`src/rtl/uart_rx_sampler_if.sv`:
```
// uart_rx_sampler_if: groups the oversample clock, serial line, read
// acknowledge and receive status/data signals of uart_rx_sampler.
// master: the side that feeds the line and consumes words.
// slave : the receiver itself.
interface uart_rx_sampler_if;
    logic       os_clk;
    logic       rx;
    logic       rd;
    logic [7:0] data;
    logic       rx_avail;
    logic       frame_error;
    logic       overrun;
    logic       parity_error;

    modport master (
        output os_clk, rx, rd,
        input  data, rx_avail, frame_error, overrun, parity_error
    );

    modport slave (
        input  os_clk, rx, rd,
        output data, rx_avail, frame_error, overrun, parity_error
    );
endinterface

```
`src/rtl/uart_rx_sampler.sv`:
```
// uart_rx_sampler: 16x-oversampling UART receiver.
// Samples the start bit mid-bit, then every 16 ticks for each data bit,
// optional parity bit and the stop bit. All state advances only on the
// rising edge of os_clk seen in the clk domain, so a stalled os_clk
// freezes the receiver.
// Optional feature: define UART_RX_PARITY_EN to expect one even-parity bit
// before the stop bit; otherwise parity_error is tied low.
module uart_rx_sampler #(
    parameter int unsigned DATA_BITS = 8
) (
    input  logic             clk,
    input  logic             rst,
    uart_rx_sampler_if.slave bus
);
    localparam int unsigned BCW = $clog2(DATA_BITS + 1);

    typedef enum logic [2:0] {IDLE, START, DATA, PARITY, STOP} state_t;

    state_t               state, state_n;
    logic                 rx_meta, rxs;
    logic                 line_prev;
    logic                 os_clk_q;
    logic                 tick;
    logic [3:0]           tick_cnt, tick_cnt_n;
    logic [BCW-1:0]       bit_cnt, bit_cnt_n;
    logic [DATA_BITS-1:0] shreg, shreg_n;
    logic                 complete;
    logic                 stop_bad;
    logic [7:0]           data_r;
    logic                 avail_r;
    logic                 overrun_r;
    logic                 ferr_r;
`ifdef UART_RX_PARITY_EN
    logic                 par_bad, par_bad_n;
    logic                 perr_r;
`endif

    assign tick = bus.os_clk & ~os_clk_q;

    // Two-flop synchronizer for rx and rising-edge capture of os_clk.
    always_ff @(posedge clk or posedge rst) begin
        if (rst) begin
            rx_meta  <= 1'b1;
            rxs      <= 1'b1;
            os_clk_q <= 1'b0;
        end else begin
            rx_meta  <= bus.rx;
            rxs      <= rx_meta;
            os_clk_q <= bus.os_clk;
        end
    end

    // Tick-rate line history for start detection; cleared on reset so a
    // line already low when reset is released is not taken as a start.
    always_ff @(posedge clk or posedge rst) begin
        if (rst)       line_prev <= 1'b0;
        else if (tick) line_prev <= rxs;
    end

    // FSM state, counters and shift register.
    always_ff @(posedge clk or posedge rst) begin
        if (rst) begin
            state    <= IDLE;
            tick_cnt <= '0;
            bit_cnt  <= '0;
            shreg    <= '0;
`ifdef UART_RX_PARITY_EN
            par_bad  <= 1'b0;
`endif
        end else begin
            state    <= state_n;
            tick_cnt <= tick_cnt_n;
            bit_cnt  <= bit_cnt_n;
            shreg    <= shreg_n;
`ifdef UART_RX_PARITY_EN
            par_bad  <= par_bad_n;
`endif
        end
    end

    // Next-state logic: every decision is taken on a tick only.
    always_comb begin
        state_n    = state;
        tick_cnt_n = tick_cnt;
        bit_cnt_n  = bit_cnt;
        shreg_n    = shreg;
        complete   = 1'b0;
        stop_bad   = 1'b0;
`ifdef UART_RX_PARITY_EN
        par_bad_n  = par_bad;
`endif
        if (tick) begin
            tick_cnt_n = tick_cnt + 4'd1;
            case (state)
                IDLE: begin
                    if (line_prev && !rxs) begin
                        state_n    = START;
                        tick_cnt_n = '0;
                    end
                end
                START: begin
                    if (tick_cnt == 4'd7) begin
                        tick_cnt_n = '0;
                        bit_cnt_n  = '0;
                        state_n    = rxs ? IDLE : DATA;
`ifdef UART_RX_PARITY_EN
                        par_bad_n  = 1'b0;
`endif
                    end
                end
                DATA: begin
                    if (tick_cnt == 4'd15) begin
                        shreg_n = {rxs, shreg[DATA_BITS-1:1]};
                        if (bit_cnt == BCW'(DATA_BITS - 1)) begin
                            bit_cnt_n = '0;
`ifdef UART_RX_PARITY_EN
                            state_n   = PARITY;
`else
                            state_n   = STOP;
`endif
                        end else begin
                            bit_cnt_n = bit_cnt + 1'b1;
                        end
                    end
                end
`ifdef UART_RX_PARITY_EN
                PARITY: begin
                    if (tick_cnt == 4'd15) begin
                        par_bad_n = rxs ^ (^shreg);
                        state_n   = STOP;
                    end
                end
`endif
                STOP: begin
                    if (tick_cnt == 4'd15) begin
                        state_n  = IDLE;
                        complete = rxs;
                        stop_bad = ~rxs;
                    end
                end
                default: state_n = IDLE;
            endcase
        end
    end

    // Output registers: word store, availability/overrun handshake, pulses.
    always_ff @(posedge clk or posedge rst) begin
        if (rst) begin
            data_r    <= '0;
            avail_r   <= 1'b0;
            overrun_r <= 1'b0;
            ferr_r    <= 1'b0;
        end else begin
            ferr_r <= stop_bad;
            if (complete) begin
                data_r  <= 8'(shreg);
                avail_r <= 1'b1;
                if (avail_r && !bus.rd) overrun_r <= 1'b1;
            end else if (bus.rd && avail_r) begin
                avail_r   <= 1'b0;
                overrun_r <= 1'b0;
            end
        end
    end

`ifdef UART_RX_PARITY_EN
    // Parity error pulses in the completion cycle of a frame with good stop.
    always_ff @(posedge clk or posedge rst) begin
        if (rst) perr_r <= 1'b0;
        else     perr_r <= complete & par_bad;
    end

    assign bus.parity_error = perr_r;
`else
    assign bus.parity_error = 1'b0;
`endif

    assign bus.data        = data_r;
    assign bus.rx_avail    = avail_r;
    assign bus.overrun     = overrun_r;
    assign bus.frame_error = ferr_r;
endmodule
```
`src/flat_wrapper.sv`:
```
// flat-port wrapper written by rule: the top's interface ports become plain ports
module uart_rx_sampler_flat 
#(
    parameter int unsigned DATA_BITS = 8
)
  (clk, rst, bus_os_clk, bus_rx, bus_rd, bus_data, bus_rx_avail, bus_frame_error, bus_overrun, bus_parity_error);
  uart_rx_sampler_if bus_i ();
  input  logic clk;
  input  logic rst;
  input wire logic [$bits(bus_i.os_clk)-1:0] bus_os_clk;
  input wire logic [$bits(bus_i.rx)-1:0] bus_rx;
  input wire logic [$bits(bus_i.rd)-1:0] bus_rd;
  output wire logic [$bits(bus_i.data)-1:0] bus_data;
  output wire logic [$bits(bus_i.rx_avail)-1:0] bus_rx_avail;
  output wire logic [$bits(bus_i.frame_error)-1:0] bus_frame_error;
  output wire logic [$bits(bus_i.overrun)-1:0] bus_overrun;
  output wire logic [$bits(bus_i.parity_error)-1:0] bus_parity_error;
  assign bus_i.os_clk = bus_os_clk;
  assign bus_i.rx = bus_rx;
  assign bus_i.rd = bus_rd;
  assign bus_data = bus_i.data;
  assign bus_rx_avail = bus_i.rx_avail;
  assign bus_frame_error = bus_i.frame_error;
  assign bus_overrun = bus_i.overrun;
  assign bus_parity_error = bus_i.parity_error;
  uart_rx_sampler #(.DATA_BITS(DATA_BITS)) u_core (.clk(clk), .rst(rst), .bus(bus_i));
endmodule
```
`config.mk`:
```
export PLATFORM = sky130hd
export DESIGN_NAME = uart_rx_sampler_flat
export DESIGN_NICKNAME = d
export VERILOG_FILES = /design/src/rtl/uart_rx_sampler_if.sv /design/src/rtl/uart_rx_sampler.sv /design/src/flat_wrapper.sv
export SDC_FILE = /design/constraint.sdc
export NUM_CORES = 1
export LEC_CHECK = 0
export CORE_MARGIN = 5
export CORE_UTILIZATION = 50
export CTS_CLUSTER_DIAMETER = 30
export DETAILED_ROUTE_END_ITERATION = 7
export DONT_BUFFER_PORTS = 1
export PLACE_DENSITY = 0.75
export RECOVER_POWER = 100
export SETUP_SLACK_MARGIN = 0.05
export SYNTH_ARGS = -nofsm -noshare
export SYNTH_HDL_FRONTEND = slang
export SYNTH_SLANG_ARGS = --single-unit
```
`constraint.sdc`:
```
create_clock -name clk -period 1.95 [get_ports clk]
set_clock_uncertainty 0.05 [all_clocks]
set_input_delay 0.2925 -clock clk [delete_from_list [all_inputs] [get_ports clk]]
set_output_delay 0.2925 -clock clk [all_outputs]
set_load 0.01 [all_outputs]
```
==> flow_summary.toml <==
[run_status]
status = "finished, final reports clean"

[yosys]
synth_edf_count = 0
synth_area_sq_um = 1560
yosysMostFrequentCell = "dfrtp_1"
synth_commonest_cells = "32 x dfrtp_1, 12 x mux2_2, 10 x o21ai_0"
ys_async_sr_fraction_pct = 100
yosysTopAreaCell = "dfrtp_1"
syn_avg_cell_area_sq_um = 12.7
ys_warn_count = 0
seq_area_frac_synth_pct = 54.8
synth_flop_cell = "dfrtp_1"
synth_fp_nets = 130
synth_top_cell_area_share_pct = 51.4
ys_types = 38
synth_seq_cells = 34
synthTopCellsByArea = "dfrtp_1 51%, mux2_2 8.7%, mux2_4 7.7%"
syn_inst = 123

[critical_path]
crit_type = "register to register"
path_max_fanout = 7
start_kind = "register"
ff2ff_setup_slack_ns = 0.08
worst_setup_path_end_kind = "register"
cp_data_required_time_ns = 2.13
arrival_ns = 2.05

[finish]
drive_above_1_share_pct = 28.7
nNetsFinal = 149
final_util_pct = 58.3
fillCellCount = 245
syn_to_final_growth_pct = 13.3
insertedDiodeCount = 0

[clock_tree]
cts_max_path_buffers = 2
cts_buffers = 5
clk-insertion-delay-late_ns = 0.34
clockRootBuffer = "clkbuf_4"
h-tree-depth = 2
cts_tree = "built"
clock_sinks = 34
cts.reportedPaths.clkPinSlew_ns = 0.11

[sta]
hold_viol = 0
fin_crit_sh_pct = 96.1
fin_ws_ns = 0.0752
relSlewSlack_pct = 45.6
slew_violations = 0
tightestPinTransition_ns = 0.816
fin_tns_setup_ns = 0
fmax_mhz = 533
period_minus_slack_ns = 1.87
rsz0062_at_grt = "true"
whs_ns = 0.312
setup_viol = 0

[detailed_routing]
vias_per_cell = 5.39
drt_iter0_markers = 70
wire_per_inst_um = 15.7
finalWirelength_mm = 2.93
drt_first_pass_iters = 4
vias = 1007
drc = 0
ant_nets = 0

[floorplan]
die_h_um = 65.8
rows = 20
core_region_area_sq_um = 3030
die_x_um = 65.8
start_util_pct = 51.4
die-area_sq_um = 4330
io_pins = 17

[global_route]
gr-usage-all-layers_pct = 15.1
grt_pass1_vias = 955
grt_start_max_net_pins = 35
grt_overflow = 0
grt_pass1_wl_mm = 4.79
antenna_found_initial = 0

[place]
dp_hpwl_mm = 1.99
place.gp.congestion = 0.795
dpl_worst_slack_ns = 0.0322
port-buffer-count = 0

[hold_path]
min_path_type = "register to register"

[power]
peakVddDrop_mv = 0.503
finalPower_mw = 1.84
p_per_area_nw_per_um2 = 1040
p_leak_nw = 0.834

[job]
max-cap-violations = 0
==> worst paths after layout <==
check | startpoint | endpoint | cells past startpoint
max in group asynchronous | rst | u_core.bus.data[7] | 3
setup reg to reg | u_core.state[0] | u_core.bit_cnt[0] | 5
setup / recovery | u_core.state[0] | u_core.bit_cnt[0] | 5
min in group asynchronous | rst | u_core.state[0] | 3
hold reg to reg | u_core.rx_meta | u_core.rxs | 0
hold / removal | u_core.rx_meta | u_core.rxs | 0
==> critical path, stage by stage (launching register included) <==
cell and delay [ns]:
dfrtp_1 0.41, buf_4 0.16, or2b_1 0.21, o22a_1 0.23, or3_1 0.39, mux2_2 0.30
==> what timing repair did <==
action                                 CTS  global route
pin swaps                                4             4
endpoints found under the hold margin   36             0
hold buffers                             4             0
setup endpoints to repair               17            18
gates cloned                             1             0
gates resized for setup                  2             3
setup buffers                            0             2
==> power breakdown <==
| group | internal (mW) | leakage (nW) | switching, mW |
|---|---|---|---|
| clock network | 0.175 | 0.0353 | 0.230 |
| registers | 0.795 | 0.447 | 0.0875 |
| logic | 0.275 | 0.351 | 0.276 |
| total | 1.24 | 0.834 | 0.594 |
==> cells by family (layout without fill, tap and decap cells) <==
kind of cell	count (synthesis)	after routing	synth area share (%)
AO/OA/AOI/OAI	22	22	8.92
XOR/XNOR	1	1	0.562
adder cells (fa/ha/maj)	2	2	1.61
buffers and inverters	10	29	4.10
flip-flops	34	34	54.8
multiplexers	21	21	17.0
other	1	1	0.241
AND/OR/NAND/NOR	32	33	12.8
==> layer usage <==
metal	up-vias	GRT usage [%]	share of wire (%)
li1	479	-	-
met5	-	0	0
met1	497	18.9	45
met4	0	6.99	1.9
met3	6	5.95	5.5
met2	25	22.9	47
==> final cells by class <==
class	instances	area, sq um	area share, %
Tap cell	44	55.1	3.12
Clock inverter	1	5.00	0.283
Sequential cell	34	853	48.3
Inverter	5	18.8	1.06
Clock buffer	7	55.1	3.12
Timing Repair Buffer	16	133	7.51
Multi-Input combinational cell	80	646	36.6
==> per-stage QoR <==
stage                     cell area, sq um  cells
after CTS                             1760    185
after floorplan                       1560    123
after global routing                  1770    187
after detailed placement              1650    172
after global placement                1650    172
final                                 1770    187
==> registers in the layout, summed over array words and instances (netlist names), 3 cells and up <==
| name | count |
|---|---|
| u_core.tick_cnt | 4 |
| u_core.bus.data | 8 |
| u_core.shreg | 8 |
| u_core.state | 3 |
| u_core.bit_cnt | 4 |
==> placed cells by master, fill, tap and decap left out, drive strengths merged, types with 3 or more instances in the layout <==
| master | n |
|---|---|
| clkbuf | 10 |
| a21oi | 3 |
| o21ai | 10 |
| nor2 | 4 |
| nand2 | 6 |
| dfrtp | 32 |
| mux2 | 20 |
| nand3b | 3 |
| dlygate4sd3 | 4 |
| buf | 9 |
| nand2b | 3 |
| inv | 5 |
Power figures use the tool's default switching activity.
